<file path="src/rtl/serial_pattern_gen_if.sv">
// serial_pattern_gen_if: control/pattern inputs and serial outputs of the pattern transmitter
interface serial_pattern_gen_if #(
    parameter int PAT_W = 3,
    parameter int RPT_W = 4
);
    logic             start;
    logic             load;
    logic [PAT_W-1:0] pat_in;
    logic [RPT_W-1:0] rpt;
    logic             dout;
    logic             valid;
    logic             busy;
    logic             done;
    modport master (output start, load, pat_in, rpt, input dout, valid, busy, done);
    modport slave  (input start, load, pat_in, rpt, output dout, valid, busy, done);
endinterface

</file>
<file path="src/rtl/serial_pattern_gen.sv">
// serial_pattern_gen: sends a PAT_W-bit pattern MSB-first rpt times with GAP_LEN zero bits between repeats
module serial_pattern_gen #(
    parameter int               PAT_W   = 3,
    parameter logic [PAT_W-1:0] PATTERN = 3'b101,
    parameter int               GAP_LEN = 1,
    parameter int               RPT_W   = 4
) (
    input logic                clk,
    input logic                rst_n,
    serial_pattern_gen_if.slave bus
);
    localparam int BW = $clog2(PAT_W);
    localparam int GW = GAP_LEN > 1 ? $clog2(GAP_LEN) : 1;
    localparam logic [BW-1:0] BIT_TOP  = BW'(PAT_W - 1);
    localparam logic [GW-1:0] GAP_LAST = GW'(GAP_LEN > 0 ? GAP_LEN - 1 : 0);
    typedef enum logic [1:0] {IDLE, SEND, GAP, DONE} state_t;
    state_t           state_q, state_d;
    logic [PAT_W-1:0] pat_q, pat_d;
    logic [BW-1:0]    bit_q, bit_d;
    logic [RPT_W-1:0] rem_q, rem_d;
    logic [GW-1:0]    gap_q, gap_d;
    logic             dout_q, valid_q, busy_q, done_q;
    always_ff @(posedge clk or negedge rst_n) begin
        if (!rst_n) begin
            state_q <= IDLE;
            pat_q   <= PATTERN;
            bit_q   <= '0;
            rem_q   <= '0;
            gap_q   <= '0;
            dout_q  <= 1'b0;
            valid_q <= 1'b0;
            busy_q  <= 1'b0;
            done_q  <= 1'b0;
        end else begin
            state_q <= state_d;
            pat_q   <= pat_d;
            bit_q   <= bit_d;
            rem_q   <= rem_d;
            gap_q   <= gap_d;
            // outputs are decoded from the current state and registered, so they trail the state by one cycle
            dout_q  <= state_q == SEND && pat_q[bit_q];
            valid_q <= state_q == SEND || state_q == GAP;
            busy_q  <= state_q == SEND || state_q == GAP;
            done_q  <= state_q == DONE;
        end
    end
    always_comb begin
        state_d = state_q;
        pat_d   = pat_q;
        bit_d   = bit_q;
        rem_d   = rem_q;
        gap_d   = gap_q;
        case (state_q)
            IDLE: begin
                pat_d = bus.load ? bus.pat_in : pat_q;
                if (bus.start) begin
                    rem_d   = bus.rpt;
                    bit_d   = BIT_TOP;
                    state_d = bus.rpt != '0 ? SEND : DONE;
                end
            end
            SEND: begin
                if (bit_q == '0) begin
                    rem_d = rem_q - RPT_W'(1);
                    bit_d = BIT_TOP;
                    gap_d = '0;
                    state_d = rem_q == RPT_W'(1) ? DONE : (GAP_LEN > 0 ? GAP : SEND);
                end else begin
                    bit_d = bit_q - BW'(1);
                end
            end
            GAP: begin
                gap_d   = gap_q + GW'(1);
                bit_d   = BIT_TOP;
                state_d = gap_q == GAP_LAST ? SEND : GAP;
            end
            default: state_d = IDLE;
        endcase
    end
    assign bus.dout  = dout_q;
    assign bus.valid = valid_q;
    assign bus.busy  = busy_q;
    assign bus.done  = done_q;
endmodule

</file>
<file path="src/flat_wrapper.sv">
// flat-port wrapper written by rule: the top's interface ports become plain ports
module serial_pattern_gen_flat 
#(
    parameter int               PAT_W   = 3,
    parameter logic [PAT_W-1:0] PATTERN = 3'b101,
    parameter int               GAP_LEN = 1,
    parameter int               RPT_W   = 4
)
  (clk, rst_n, bus_start, bus_load, bus_pat_in, bus_rpt, bus_dout, bus_valid, bus_busy, bus_done);
  serial_pattern_gen_if #(.PAT_W(PAT_W), .RPT_W(RPT_W)) bus_i ();
  input logic clk;
  input logic rst_n;
  input wire logic [$bits(bus_i.start)-1:0] bus_start;
  input wire logic [$bits(bus_i.load)-1:0] bus_load;
  input wire logic [$bits(bus_i.pat_in)-1:0] bus_pat_in;
  input wire logic [$bits(bus_i.rpt)-1:0] bus_rpt;
  output wire logic [$bits(bus_i.dout)-1:0] bus_dout;
  output wire logic [$bits(bus_i.valid)-1:0] bus_valid;
  output wire logic [$bits(bus_i.busy)-1:0] bus_busy;
  output wire logic [$bits(bus_i.done)-1:0] bus_done;
  assign bus_i.start = bus_start;
  assign bus_i.load = bus_load;
  assign bus_i.pat_in = bus_pat_in;
  assign bus_i.rpt = bus_rpt;
  assign bus_dout = bus_i.dout;
  assign bus_valid = bus_i.valid;
  assign bus_busy = bus_i.busy;
  assign bus_done = bus_i.done;
  serial_pattern_gen #(.PAT_W(PAT_W), .PATTERN(PATTERN), .GAP_LEN(GAP_LEN), .RPT_W(RPT_W)) u_core (.clk(clk), .rst_n(rst_n), .bus(bus_i));
endmodule
</file>
<file path="config.mk">
export PLATFORM = sky130hd
export DESIGN_NAME = serial_pattern_gen_flat
export DESIGN_NICKNAME = d
export VERILOG_FILES = /design/src/rtl/serial_pattern_gen_if.sv /design/src/rtl/serial_pattern_gen.sv /design/src/flat_wrapper.sv
export SDC_FILE = /design/constraint.sdc
export NUM_CORES = 1
export LEC_CHECK = 0
export CAP_MARGIN = 0
export CORE_UTILIZATION = 51
export DETAILED_ROUTE_END_ITERATION = 10
export GPL_ROUTABILITY_DRIVEN = 0
export PLACE_DENSITY = 0.86
export SETUP_SLACK_MARGIN = 0.05
export SYNTH_ARGS = -nofsm -noshare
export SYNTH_HDL_FRONTEND = slang
export SYNTH_SLANG_ARGS = --single-unit
</file>
<file path="constraint.sdc">
create_clock -name clk -period 1.8 [get_ports clk]
set_clock_uncertainty 0.2 [all_clocks]
set_input_delay 0.36 -clock clk [delete_from_list [all_inputs] [get_ports clk]]
set_output_delay 0.36 -clock clk [all_outputs]
set_load 0.005 [all_outputs]
</file>
; Word-level counts from Yosys, hierarchy flattened
; Cells that the tools add are included.
[totals]
reg_bits = 15
out_inout_bits = 4
word_cells = 47
[classes]
n_addsub = 3
order_cmp = 1
eq_ne = 6
muxes = 16
reduce_logical = 13
[op_table]
columns = operator, n
row1 = $mux 2, 6
row2 = $pmux 2 s3, 2
row3 = $mux 4, 2
row4 = $pmux 4 s2, 1
row5 = $reduce_and 2->1, 4
row6 = $eq 2x2->1 const B, 2
row7 = $eq 4x1->1 const B, 1
row8 = $logic_not 2->1, 2
row9 = $ne 2x2->1 const B, 2
row10 = $reduce_bool 2->1, 2
row11 = $reduce_bool 4->1, 1
row12 = $sub 4x1->4 const B, 1
row13 = $lt 2x3->1 const B, 1
row14 = $mux 1, 3
row15 = $reduce_and 3->1, 1
row16 = $reduce_bool 3->1, 1
row17 = $bmux 1 s2, 1
row18 = $eq 2x1->1 const B, 1
row19 = $pmux 1 s2, 1
row20 = $sub 2x1->2 const B, 1
row21 = $add 1x1->1 const B, 1
row22 = $logic_and 1x1->1, 1
row23 = $logic_or 1x1->1, 1

; Longest topological paths before layout
[logic_depth]
word_depth = 4
depth_mapped = 7
mapped_depth_nobuf = 6

; Worst setup path after synthesis
; No wires, ideal clock.
[synth_path]
path_type = register to register
startpoint = reg u_core.state_q[0]
endpoint = reg u_core.rem_q[3]
setup_time_ps = 123
t_arrival_ps = 1283
setup_slack_ps = 194
path_stages_with_launch = 8
n_path_buf = 1
period_less_slack_ps = 1606
cell_sequence = dfrtp_1 -> inv_1 -> ha_1 -> buf_6 -> nor2b_4 -> a21oi_2 -> nand4_1 -> nor3b_2
[synth_between]
elab_chain_len = 3
word_cells_on_any_way = 7
cone_classes = 3 x eq/ne / 1 x mux / 3 x reduce/logical
[synth_rtl]
columns = element, line_no
row1 = start: declaration, serial_pattern_gen.sv:17  ; state_t state_q, state_d;
row2 = start signal: assignment, serial_pattern_gen.sv:35  ; state_q <= state_d;
row3 = $eq 2x1->1 or $logic_not 2->1 (tied branches), serial_pattern_gen.sv:53  ; case (state_q)
row4 = $ne 2x2->1 (no source line) or $reduce_bool 2->1 (tied branches), n/a
row5 = $reduce_and 3->1 (no source line), n/a
row6 = end signal: assignment, serial_pattern_gen.sv:38  ; rem_q <= rem_d;
row7 = end: declaration, serial_pattern_gen.sv:20  ; logic [RPT_W-1:0] rem_q, rem_d;
; Several ways; a longest one is shown, not always the timed one.
; A chain may end at the register's enable or synchronous reset.

==> metrics.txt <==
# TYPE chip_impl_metric gauge
chip_impl_info{name="outcome",value="finished clean"} 1
chip_impl_metric{name="power_density",unit="mW/mm^2"} 1740
chip_impl_metric{name="preCtsSetupSlack",unit="ps"} -3.94
chip_impl_metric{name="drc_errors",unit=""} 0
chip_impl_metric{name="grt_ovf",unit=""} 0
chip_impl_metric{name="drive_gt1_frac",unit=""} 0.214
chip_impl_metric{name="grt_first_pass_wirelength",unit="um"} 3030
chip_impl_metric{name="die_area",unit="sq mm"} 0.00196
chip_impl_info{name="critical-path-slowest-cell",value="sky130_fd_sc_hd__clkdlybuf4s50_1"} 1
chip_impl_metric{name="detailroute.via_count",unit=""} 726
chip_impl_metric{name="post-cts-setup-buffer-count",unit=""} 0
chip_impl_metric{name="die_w",unit="um"} 44.2
chip_impl_info{name="clock_tree_from_tritoncts",value="yes"} 1
chip_impl_metric{name="finalWorstSetupSlack",unit="ps"} 114
chip_impl_metric{name="post_synth_num_cell_types",unit=""} 34
chip_impl_metric{name="drv_slew",unit=""} 0
chip_impl_metric{name="core-area",unit="sq mm"} 0.00158
chip_impl_info{name="grt_setup_unrepaired",value="false"} 1
chip_impl_metric{name="insertion_delay",unit="ps"} 290
chip_impl_metric{name="critical_path.max_fanout",unit=""} 2
chip_impl_metric{name="timing_hold_violations_final",unit=""} 0
chip_impl_metric{name="timing.critical_path.buf_inv",unit=""} 1
chip_impl_metric{name="syn-cell-area",unit="sq um"} 910
chip_impl_metric{name="max_slew_margin",unit=""} 0.827
chip_impl_metric{name="postSynthRegisterBits",unit=""} 15
chip_impl_info{name="synth_flop_cell",value="sky130_fd_sc_hd__dfrtp_1"} 1
chip_impl_metric{name="p_int",unit="mW"} 1.17
chip_impl_metric{name="clock_sink_count",unit=""} 15
chip_impl_metric{name="holdWs",unit="ps"} 178
chip_impl_metric{name="synth_fp_nets",unit=""} 111
chip_impl_metric{name="power_leakage",unit="nW"} 0.515
chip_impl_metric{name="yosys_warnings",unit=""} 0
chip_impl_metric{name="sw_share",unit=""} 0.405
chip_impl_info{name="timing.setup.critical_path_class",value="register to primary output"} 1
chip_impl_info{name="cts.root.buffer_cell",value="sky130_fd_sc_hd__clkbuf_4"} 1
chip_impl_metric{name="grt_max_degree",unit=""} 16
chip_impl_metric{name="finalCritPeriodShare",unit=""} 0.937
chip_impl_metric{name="antenna_left",unit=""} 0
chip_impl_metric{name="ctsHoldBuffers",unit=""} 0
chip_impl_metric{name="critical_path_depth",unit=""} 1
chip_impl_metric{name="core.rowCount",unit=""} 14
chip_impl_metric{name="cts-root-to-sink-buffers",unit=""} 2
chip_impl_metric{name="worst-endpoint-arrival",unit="ps"} 1130
chip_impl_metric{name="wirelength",unit="um"} 1820
chip_impl_metric{name="finalSetupViolCount",unit=""} 0
chip_impl_metric{name="synth_to_layout_area_growth",unit="%"} 24.5
chip_impl_metric{name="num_antenna_cells",unit=""} 0
chip_impl_metric{name="synthCells",unit=""} 91
chip_impl_metric{name="worst_r2r_path_depth",unit=""} 6
chip_impl_metric{name="cp_data_required_time",unit="ps"} 1240
chip_impl_metric{name="grt_usage",unit=""} 0.224
chip_impl_metric{name="sequential_cell_fraction_of_total_power",unit=""} 0.328
chip_impl_info{name="critical_path.top_delay_family",value="buffers and inverters"} 1
chip_impl_metric{name="ioPinCount",unit=""} 15
chip_impl_info{name="setup.worst_path.start_class",value="register"} 1
chip_impl_metric{name="drt-vias-per-instance",unit=""} 5.67
chip_impl_metric{name="wl_per_cell",unit="um"} 14.2
chip_impl_metric{name="tritoncts.num_buffers",unit=""} 3
chip_impl_metric{name="buffer_ports.inserted",unit=""} 14
chip_impl_metric{name="report.power.total",unit="mW"} 1.97
chip_impl_info{name="critical_path.endpoint_type",value="primary output"} 1
chip_impl_metric{name="drt_pre_antenna_iters",unit=""} 6
chip_impl_metric{name="worst_setup_hold_path_clk_slew",unit="ps"} 90
chip_impl_metric{name="share_comb_of_total_power",unit=""} 0.571
chip_impl_metric{name="drt_iter0_markers",unit=""} 18
chip_impl_metric{name="transition_time_at_the_pin_with_the_least_slew_margin",unit="ps"} 257
chip_impl_metric{name="number_of_flops_mapped_to_enable_cells_by_yosys",unit=""} 0
chip_impl_metric{name="synth-seq-area-share",unit=""} 0.415
chip_impl_metric{name="post-dp-hpwl",unit="um"} 1420
chip_impl_metric{name="first_global_vias",unit=""} 702
chip_impl_metric{name="fillers",unit=""} 117
chip_impl_metric{name="floorplan.initialDensity",unit=""} 0.577
chip_impl_metric{name="reported_max_cap_violation_count",unit=""} 0
chip_impl_metric{name="antenna_found_initial",unit=""} 0
chip_impl_metric{name="placed_instance_area",unit="sq mm"} 0.00109
chip_impl_metric{name="layout_min_cycle_time",unit="ps"} 1690
chip_impl_metric{name="die-height",unit="um"} 44.2
chip_impl_metric{name="clock_power_share",unit=""} 0.101
chip_impl_metric{name="final_design_area_no_fill",unit="sq mm"} 0.00113
chip_impl_metric{name="switching_power",unit="mW"} 0.797
chip_impl_metric{name="final_nets",unit=""} 133
chip_impl_info{name="crit_path_cell_chain",value="clkdlybuf4s50_1"} 1
chip_impl_metric{name="synth-async-reset-ratio",unit=""} 1.00
chip_impl_metric{name="h-tree-depth",unit=""} 1
chip_impl_metric{name="syn-mean-instance-area",unit="sq um"} 10.0
chip_impl_metric{name="worst_ir_drop_vdd",unit="uV"} 1000
chip_impl_metric{name="maxClockFrequency",unit="MHz"} 593
chip_impl_info{name="min_path_type",value="input pin to async pin"} 1
chip_impl_metric{name="critical-path-max-stage-delay",unit="ps"} 490
==> area by class of cell <==
class	instances	area [sq um]	share of cell area
clock buffers	4	26.3	0.0232
well taps	16	20.0	0.0177
repair buffers	20	185	0.164
multi-input cells	60	474	0.419
flip-flops and latches	15	378	0.334
inverters	13	48.8	0.0431
==> routing by layer <==
metal  up-vias  GRT usage  part of all wire
met1       349      0.253              0.42
li1        354          -                 -
met4         0      0.145             0.030
met3         5     0.0367             0.030
met2        18      0.388              0.52
met5         -          0                 0
==> synthesized netlist by cell type, types with 3 or more instances <==
cell,number,area (sq um)
sky130_fd_sc_hd__a21oi_1,6,30.0
sky130_fd_sc_hd__nand2_1,3,11.3
sky130_fd_sc_hd__nor2_1,10,37.5
sky130_fd_sc_hd__dfrtp_1,13,325
sky130_fd_sc_hd__ha_1,9,113
sky130_fd_sc_hd__inv_1,11,41.3
sky130_fd_sc_hd__mux2_2,3,33.8
sky130_fd_sc_hd__a31oi_1,4,25.0
==> cell families after synthesis <==
kind of cell / after synthesis / share of synthesized area
simple gates: 21 / 0.122
flops: 15 / 0.415
mux: 4 / 0.0481
compound gates: 25 / 0.201
xor+xnor: 1 / 0.00963
fa+ha+maj: 9 / 0.124
buf+inv: 16 / 0.0798
==> state kept, by name, summed over array words and instances (netlist names) <==
name             flops
u_core.bus.dout      1
u_core.bus.done      1
u_core.rem_q         4
u_core.pat_q         3
u_core.bus.busy      1
u_core.gap_q         1
u_core.bit_q         2
u_core.state_q       2
==> placed cells by master, fill, tap and decap left out, drive strengths merged <==
cell type,Yosys,routed
dfstp,2,2
or2b,1,1
nor3b,1,1
nand2b,1,1
inv,13,13
nor2b,1,1
clkbuf,0,4
o22ai,3,3
a21oi,7,7
o21a,1,1
clkdlybuf4s50,0,14
or2,1,1
a22o,2,2
buf,3,6
nand4,1,1
ha,9,9
xor2,1,1
nand2,3,3
nand3,1,1
a31oi,4,4
o31ai,1,1
a2bb2oi,1,1
nor2,10,10
dfrtp,13,13
mux2,3,3
o41ai,2,2
nor3,1,1
o21ai,4,4
mux2i,1,1
==> timing repair <==
item                                    CTS  global route
resized for setup                         1             2
pin swaps                                 0             1
endpoints found under the setup margin    2             4
==> final timing paths <==
kind                                   start                 to  slack (ps)
min reg2reg                  u_core.pat_q[1]    u_core.pat_q[1]         320
max in group asynchronous              rst_n    u_core.pat_q[0]         980
max reg2reg                u_core.state_q[1]  u_core.state_q[0]         150
max                          u_core.bus.busy          bus_valid         110
min in group clk             u_core.pat_q[1]    u_core.pat_q[1]         320
min                                    rst_n    u_core.rem_q[1]         180
==> through the flow <==
| step | cells | TNS, ps | utilization |
|---|---|---|---|
| 3_5_place_dp | 124 | -3.94 | 0.692 |
| 4_1_cts | 128 | 0 | 0.710 |
| 5_1_grt | 128 | 0 | 0.718 |
| 6_report | 128 | 0 | 0.718 |
| 3_3_place_gp | 124 | 0 | 0.692 |
| 2_1_floorplan | 91 | 0 | - |
==> power groups by stage <==
stage,clock [mW],combinational (mW),sequential [mW]
after floorplan,0,0.785,0.629
after global placement,0,1.04,0.639
after detailed placement,0,1.09,0.650
after CTS,0.201,1.10,0.645
after global routing,0.213,1.26,0.668
final,0.198,1.12,0.645
==> worst reg2reg max path: stages, from the launching register on <==
cell and delay [ps]:
sky130_fd_sc_hd__dfrtp_1 390, sky130_fd_sc_hd__inv_1 120, sky130_fd_sc_hd__ha_2 220, sky130_fd_sc_hd__inv_2 80
sky130_fd_sc_hd__o22ai_4 240, sky130_fd_sc_hd__nor2_1 100, sky130_fd_sc_hd__a22o_1 200
Note: power is estimated with default switching activity, not from simulation.
